$ cat config.mk
export PLATFORM = sky130hd
export DESIGN_NAME = fp_i2f_seq
export DESIGN_NICKNAME = d
export VERILOG_FILES = /design/src/rtl/fp_i2f_seq.sv
export SDC_FILE = /design/constraint.sdc
export NUM_CORES = 1
export LEC_CHECK = 0
export ABC_AREA = 1
export BUFFER_PORTS_ARGS = -buffer_cell sky130_fd_sc_hd__buf_2
export CAP_MARGIN = 20
export CORE_MARGIN = 10
export CORE_UTILIZATION = 60
export DETAILED_ROUTE_END_ITERATION = 6
export GPL_ROUTABILITY_DRIVEN = 0
export GPL_TIMING_DRIVEN = 0
export PLACE_DENSITY = 0.84
export RECOVER_POWER = 50
export SYNTH_ARGS = -nofsm -noshare
export SYNTH_HDL_FRONTEND = slang
export SYNTH_SLANG_ARGS = --single-unit
$ cat constraint.sdc
create_clock -name clk -period 5.2 [get_ports clk]
set_input_delay 0.26 -clock clk [delete_from_list [all_inputs] [get_ports clk]]
set_output_delay 0.26 -clock clk [all_outputs]
set_load 0.02 [all_outputs]
$ cat src/rtl/fp_i2f_seq.sv
// Multi-cycle INT32 -> FP32 converter: shift-based normaliser followed by a single IEEE-754
// rounding cycle. One operation in flight; result held until consumed.
module fp_i2f_seq #(
    parameter int unsigned NORM_STEP = 1
) (
    input  logic        clk,
    input  logic        rst_n,
    input  logic        flush_i,
    input  logic        in_valid_i,
    output logic        in_ready_o,
    input  logic [31:0] operand_i,
    input  logic        signed_i,
    input  logic [2:0]  rnd_i,
    input  logic [2:0]  frm_i,
    output logic        out_valid_o,
    input  logic        out_ready_i,
    output logic [31:0] result_o,
    output logic [4:0]  flags_o
);

    typedef enum logic [1:0] {StIdle, StNorm, StRound, StDone} state_e;

    localparam logic [2:0] RmRne = 3'd0;
    localparam logic [2:0] RmRtz = 3'd1;
    localparam logic [2:0] RmRdn = 3'd2;
    localparam logic [2:0] RmRup = 3'd3;
    localparam logic [2:0] RmRmm = 3'd4;
    localparam logic [2:0] RmDyn = 3'd7;

    state_e      state_q, state_d;
    logic        sign_q, sign_d;
    logic [31:0] mag_q, mag_d;
    logic [7:0]  exp_q, exp_d;
    logic [2:0]  rm_q, rm_d;
    logic [31:0] result_q, result_d;
    logic [4:0]  flags_q, flags_d;

    logic        accept;
    logic [2:0]  rm_res;
    logic        op_neg;
    logic [31:0] op_mag;
    logic [22:0] man, man_rnd;
    logic        g_bit, s_bit, round_up, carry;
    logic [7:0]  exp_rnd;

    assign in_ready_o  = rst_n & (state_q == StIdle) & ~flush_i;
    assign out_valid_o = (state_q == StDone);
    assign result_o    = result_q;
    assign flags_o     = flags_q;

    assign accept = in_valid_i & in_ready_o;
    assign rm_res = (rnd_i == RmDyn) ? frm_i : rnd_i;
    assign op_neg = signed_i & operand_i[31];
    // INT_MIN negates to itself, which is exactly its magnitude as unsigned
    assign op_mag = op_neg ? (~operand_i + 32'd1) : operand_i;

    assign man   = mag_q[30:8];
    assign g_bit = mag_q[7];
    assign s_bit = |mag_q[6:0];

    always_comb begin
        round_up = 1'b0;
        case (rm_q)
            RmRne:   round_up = g_bit & (s_bit | man[0]);
            RmRtz:   round_up = 1'b0;
            RmRdn:   round_up = sign_q & (g_bit | s_bit);
            RmRup:   round_up = ~sign_q & (g_bit | s_bit);
            RmRmm:   round_up = g_bit;
            default: round_up = 1'b0;
        endcase
    end

    assign {carry, man_rnd} = {1'b0, man} + {23'd0, round_up};
    assign exp_rnd          = exp_q + {7'd0, carry};

    always_comb begin
        state_d  = state_q;
        sign_d   = sign_q;
        mag_d    = mag_q;
        exp_d    = exp_q;
        rm_d     = rm_q;
        result_d = result_q;
        flags_d  = flags_q;

        case (state_q)
            StIdle: begin
                if (accept) begin
                    sign_d = op_neg;
                    mag_d  = op_mag;
                    exp_d  = 8'd158;
                    rm_d   = rm_res;
                    if (operand_i == 32'd0) begin
                        result_d = 32'h0000_0000;
                        flags_d  = 5'b00000;
                        state_d  = StDone;
                    end else if (rm_res > RmRmm) begin
                        result_d = 32'h7FC0_0000;
                        flags_d  = 5'b10000;
                        state_d  = StDone;
                    end else if (op_mag[31]) begin
                        state_d = StRound;
                    end else begin
                        state_d = StNorm;
                    end
                end
            end
            StNorm: begin
                // Look ahead at the shifted value so the last shift lands directly in ROUND
                if (mag_q[31]) begin
                    state_d = StRound;
                end else begin
                    if (mag_q[31 -: NORM_STEP] == '0) begin
                        mag_d = mag_q << NORM_STEP;
                        exp_d = exp_q - 8'(NORM_STEP);
                    end else begin
                        mag_d = mag_q << 1;
                        exp_d = exp_q - 8'd1;
                    end
                    if (mag_d[31]) begin
                        state_d = StRound;
                    end
                end
            end
            StRound: begin
                result_d = {sign_q, exp_rnd, man_rnd};
                flags_d  = {4'b0000, g_bit | s_bit};
                state_d  = StDone;
            end
            StDone: begin
                if (out_ready_i) begin
                    state_d = StIdle;
                end
            end
            default: state_d = StIdle;
        endcase

        if (flush_i) begin
            state_d = StIdle;
        end
    end

    always_ff @(posedge clk or negedge rst_n) begin
        if (!rst_n) begin
            state_q  <= StIdle;
            sign_q   <= 1'b0;
            mag_q    <= 32'd0;
            exp_q    <= 8'd0;
            rm_q     <= 3'd0;
            result_q <= 32'd0;
            flags_q  <= 5'd0;
        end else begin
            state_q  <= state_d;
            sign_q   <= sign_d;
            mag_q    <= mag_d;
            exp_q    <= exp_d;
            rm_q     <= rm_d;
            result_q <= result_d;
            flags_q  <= flags_d;
        end
    end

endmodule

=== After elaboration in Yosys (flattened, before gate mapping) ===
Cells that the tools add are included.

* Add/subtract/negate cells: 4
* $lt $le $gt $ge: 1
* Equality and inequality tests: 13
* Muxes and demuxes: 28
* Bitwise operators: 12
* Reduce and logical (&&, ||, !) cells: 11

{| class="wikitable"
|+ Operators with widths
! cell !! number
|-
| 32-bit 2-to-1 mux || 8
|-
| 32-bit case mux with 2 select lines || 2
|-
| 32-bit by 1-bit adder with 32-bit output, second input constant || 1
|-
| 32-bit logical NOT || 1
|-
| 32-bit NOT || 1
|-
| 23-bit by 1-bit adder with 24-bit output || 1
|-
| 2-bit 2-to-1 mux || 8
|-
| 8-bit 2-to-1 mux || 2
|-
| 8-bit case mux with 2 select lines || 1
|-
| 5-bit 2-to-1 mux || 3
|-
| 5-bit case mux with 2 select lines || 1
|-
| 3-bit AND reduction || 3
|-
| 8-bit by 1-bit adder with 8-bit output || 1
|-
| 2-bit case mux with 4 select lines || 1
|-
| 8-bit by 1-bit subtractor with 8-bit output, second input constant || 1
|-
| 1-bit AND || 7
|-
| 7-bit OR reduction || 1
|-
| 3-bit by 2-bit equality test with 1-bit output, second input constant || 2
|-
| 3-bit equality test, second input constant || 2
|-
| 2-bit equality test, second input constant || 2
|-
| 2-bit != test, second input constant || 2
|-
| 4-bit != test, second input constant || 1
|-
| 1-bit case mux with 4 select lines || 1
|-
| 2-bit AND reduction || 2
|-
| 11 further kinds || 14
|}

* Bits in registers: 83
* Input bits: 44
* Output and inout bits: 39

=== Depth between registers and ports, before layout ===
* Word-level depth: 9
* Gate-level depth with buffers: 19
* Mapped depth without buffers: 19

=== Least setup slack after synthesis ===
OpenSTA, ideal clock, no wires.

* Path kind: register -> register
* From: register mag_q[3]
* To: register result_q[29] (netlist: result_o[29])
* Setup time: 0.123 ns
* Arrival time: 2.472 ns
* Data required time: 5.077 ns
* Setup slack: 2.605 ns
* Stages on the path, launching flop included: 20
* Path buffers: 0
* Period minus slack after synthesis: 2.595 ns
* Path through: dfrtp_1 nor2_1 nand3_1 nor4_1 nand2_1 nand4_1 o21ai_0 ha_1 nand2_1 nor2_2 nand3_2 nor4_1 ha_1 ha_1 nand4_1 nor2_1 o21ai_0 a21oi_1 o21ai_0 nand2_1

* Cells in the longest elaborated chain, start to end: 7
* Elaborated cells between the ends (all ways): 10
* Classes of those cells: add/sub: 2; mux: 2; bitwise: 5; reduce/logical: 1

{| class="wikitable"
|+ RTL lines
! element !! RTL line !! text
|-
| from (decl) || 32 || <nowiki>logic [31:0] mag_q, mag_d;</nowiki>
|-
| from (signal assigned) || 154 || <nowiki>mag_q <= mag_d;</nowiki>
|-
| 7-bit OR reduction * || 59 || <nowiki>assign s_bit = |mag_q[6:0];</nowiki>
|-
| 1-bit bitwise OR (on tied branches) || 66, 67, 64 ||
|-
| 1-bit AND (on tied branches) || 67, 64, 66 ||
|-
| 1-bit case mux with 4 select lines * || 63 || <nowiki>case (rm_q)</nowiki>
|-
| 23-bit by 1-bit adder with 24-bit output * || 73 || <nowiki>assign {carry, man_rnd} = {1'b0, man} + {23'd0, round_up};</nowiki>
|-
| 8-bit by 1-bit adder with 8-bit output * || 74 || <nowiki>assign exp_rnd = exp_q + {7'd0, carry};</nowiki>
|-
| 32-bit case mux with 2 select lines * || 85 || <nowiki>case (state_q)</nowiki>
|-
| to (signal assigned) || 157 || <nowiki>result_q <= result_d;</nowiki>
|-
| to (decl) || 35 || <nowiki>logic [31:0] result_q, result_d;</nowiki>
|}

Every way passes the cells marked *; elsewhere a longest branch is shown, timed or not.
A chain may end at the register's enable or synchronous reset.

=== Worst setup path after layout ===
Same ends and word-level chain as after synthesis.

==> results.yml <==
critical_path:
  crit_arrival_ps: 3780
  crit_fanout: 6
  crit_type: "reg2reg"
  crit_slowest_cell: "nor4_1"
  cp-end-kind: "flip-flop"
  worstPathCellList: "nor2_1, nand3_1, nor4_1, nand2_1, nand3_1, o21ai_0, ha_1, nand2_1, nor2_2, nand3_2, nor4_1, ha_1, ha_1, nand4_1, nor2_1, o21ai_0, a21oi_1, o21ai_0, nand2_1"
  crit_required_ps: 5500
  cp-start-kind: "flip-flop"
  cpPeakStageDelay_ps: 430
logic_synthesis:
  netlist.area_leader.share: 0.367
  syn-cell-area_um2: 5460
  post-synth-top-area-cell: "dfrtp_1"
  ys_ff_latch: 80
  synth-main-ff-cell: "dfrtp_1"
  avgSynthCellArea_um2: 6.68
  netlist_instances: 818
  synth-warning-count: 0
  synth_area_leaders: "dfrtp_1, nand2_1, nand3_1"
  synth.distinct_cells: 36
  synth_edf_count: 0
  seq_area_frac_synth: 0.367
  async_flop_share: 1.00
status:
  violations: "max-capacitance violations, max-slew violations"
  status: "finished, violations left"
placed_design:
  port_buffers: 79
  hpwl_mm: 12.3
  placedCellCount: 1008
clock_tree:
  clk_pin_slew_ps: 90
  cts_tree: "done"
  cts_max_path_buffers: 2
  post_cts_resize_count: 0
  htreeDepth: 3
  numCtsBuffers: 9
  clock_latency_ps: 360
  root_buffer: "clkbuf_8"
  cts.sinks: 80
job:
  maxCapViolCount: 1
hold_path:
  min_path_type: "in2reg"
die:
  rows: 34
  die_area_um2: 13300
  chipWidth_um: 115
  initial_core_util: 0.620
  coreArea_um2: 8810
  io_pins: 83
  die_height_um: 115
timing:
  setup_violations: 0
  tightest_slew_ps: 1820
  slew_headroom: -0.213
  hold_viol: 0
  finalCritPeriodShare: 0.669
  rsz0062_at_grt: "false"
  tns_ps: 0
  max_freq_mhz: 288
  skew_ps: 15.8
  post-route-min-period_ps: 3480
  final-max-slew-violation-count: 34
layout:
  instances_no_fill: 1024
  fill_cells: 795
  mostFrequentLayoutCell: "nand2_1"
  final_cell_mix: "nand2_1, nand3_1, nor2_1"
  drive_gt1_frac: 0.132
  final_net_count: 966
  syn2layout_area_growth_pct: 13.4
  n_antenna_cell: 0
  fin_util: 0.703
grt:
  grt_pass1_wl_mm: 25.8
  antenna_found_initial: 0
  grt_pass1_vias: 5689
  gr-total-overflow: 0
  gr-usage-all-layers: 0.236
  grt_max_degree: 49
route:
  wl_mm: 15.6
  routedWlPerCell_um: 15.2
  firstDrtPassIters: 5
  via_count: 5909
  ant_nets: 0
  drcViolationCount: 0
  viasPerCell: 5.77
  drt_iter0_markers: 675
pwr:
  power.density_nw_per_um2: 481
  finalPower_uw: 2980
  ir_drop_v: 0.000168
  p_leak_uw: 0.00315
## registers in the layout (all words and copies together), names as in the netlist
signal,flops
mag_q,32
result_o,32
exp_q,8
rm_q,3
flags_o,2
state_q,2
sign_q,1
## area by class of cell
class	count	area (um^2)	share of cell area
well taps	108	135	0.0218
inverters	73	274	0.0442
clock inverters	4	30.0	0.00485
plain buffers	32	175	0.0283
repair buffers	81	409	0.0660
clock buffers	11	151	0.0244
multi-input cells	635	3020	0.487
flip-flops and latches	80	2000	0.323
## layer usage
layer,vias to the layer above,part of all wire,track usage
met2,307,0.45,0.379
met1,2680,0.44,0.298
met4,0,0.030,0.121
met5,-,0,0
li1,2884,-,-
met3,38,0.081,0.0411
## where the power goes
part	leakage (uW)	internal, uW	switching (uW)
registers	0.000974	892	271
clock network	0.0000797	197	229
logic	0.00209	463	929
## synthesized netlist by cell type, drive strengths merged (2+ instances only)
cell      n
o31ai     2
inv      73
dfrtp    80
nand3   117
and2      2
nor2    108
clkbuf   12
nand2   213
xor2      8
buf      20
or2       7
nor3     18
o22ai     4
nand3b    3
nand4    11
o21ai    49
nor4      3
a21oi    64
a22oi     8
o21a      2
ha       10
## critical path, delay by kind of cell (launching register included)
family / cells / cell delay, ps
adders and majority gates: 3 / 760
and+or+nand+nor: 12 / 1750
DFF: 1 / 370
AOI/OAI and AO/OA: 4 / 530
## through the flow
stage	hold WS [ps]	area [um^2]	setup slack (ps)
4_1_cts	186	6220	1840
3_3_place_gp	478	6000	2010
5_1_grt	215	6190	1380
2_1_floorplan	-35.6	5470	2610
6_report	192	6190	1720
3_5_place_dp	232	6030	1870
## kinds of logic after synthesis
| kind of cell | count (synthesis) | synth area share |
|---|---|---|
| AND/OR/NAND/NOR | 482 | 0.385 |
| adder cells (fa/ha/maj) | 10 | 0.0229 |
| other | 1 | 0.000687 |
| buffers and inverters | 105 | 0.0822 |
| flip-flops | 80 | 0.367 |
| AO/OA/AOI/OAI | 132 | 0.129 |
| XOR/XNOR | 8 | 0.0128 |
## timing repair
| item | in CTS | in global routing |
|---|---|---|
| hold endpoints to repair | 33 | 0 |
| hold buffers | 1 | 0 |
| setup buffers | 0 | 0 |
## path summary, 6_finish.rpt
kind	depth (start not counted)	endpoint	from	slack [ps]
max in group asynchronous	2	result_o[6]$_DFFE_PN0P_	rst_n	3210
min	4	state_q[1]$_DFFE_PN0P_	flush_i	190
max	19	result_o[29]$_DFFE_PN0P_	mag_q[3]$_DFFE_PN0P_	1720
min reg2reg	2	result_o[27]$_DFFE_PN0P_	result_o[27]$_DFFE_PN0P_	510
max reg2reg	19	result_o[29]$_DFFE_PN0P_	mag_q[3]$_DFFE_PN0P_	1720
min in group asynchronous	2	result_o[25]$_DFFE_PN0P_	rst_n	930
Power figures use the tool's default switching activity.
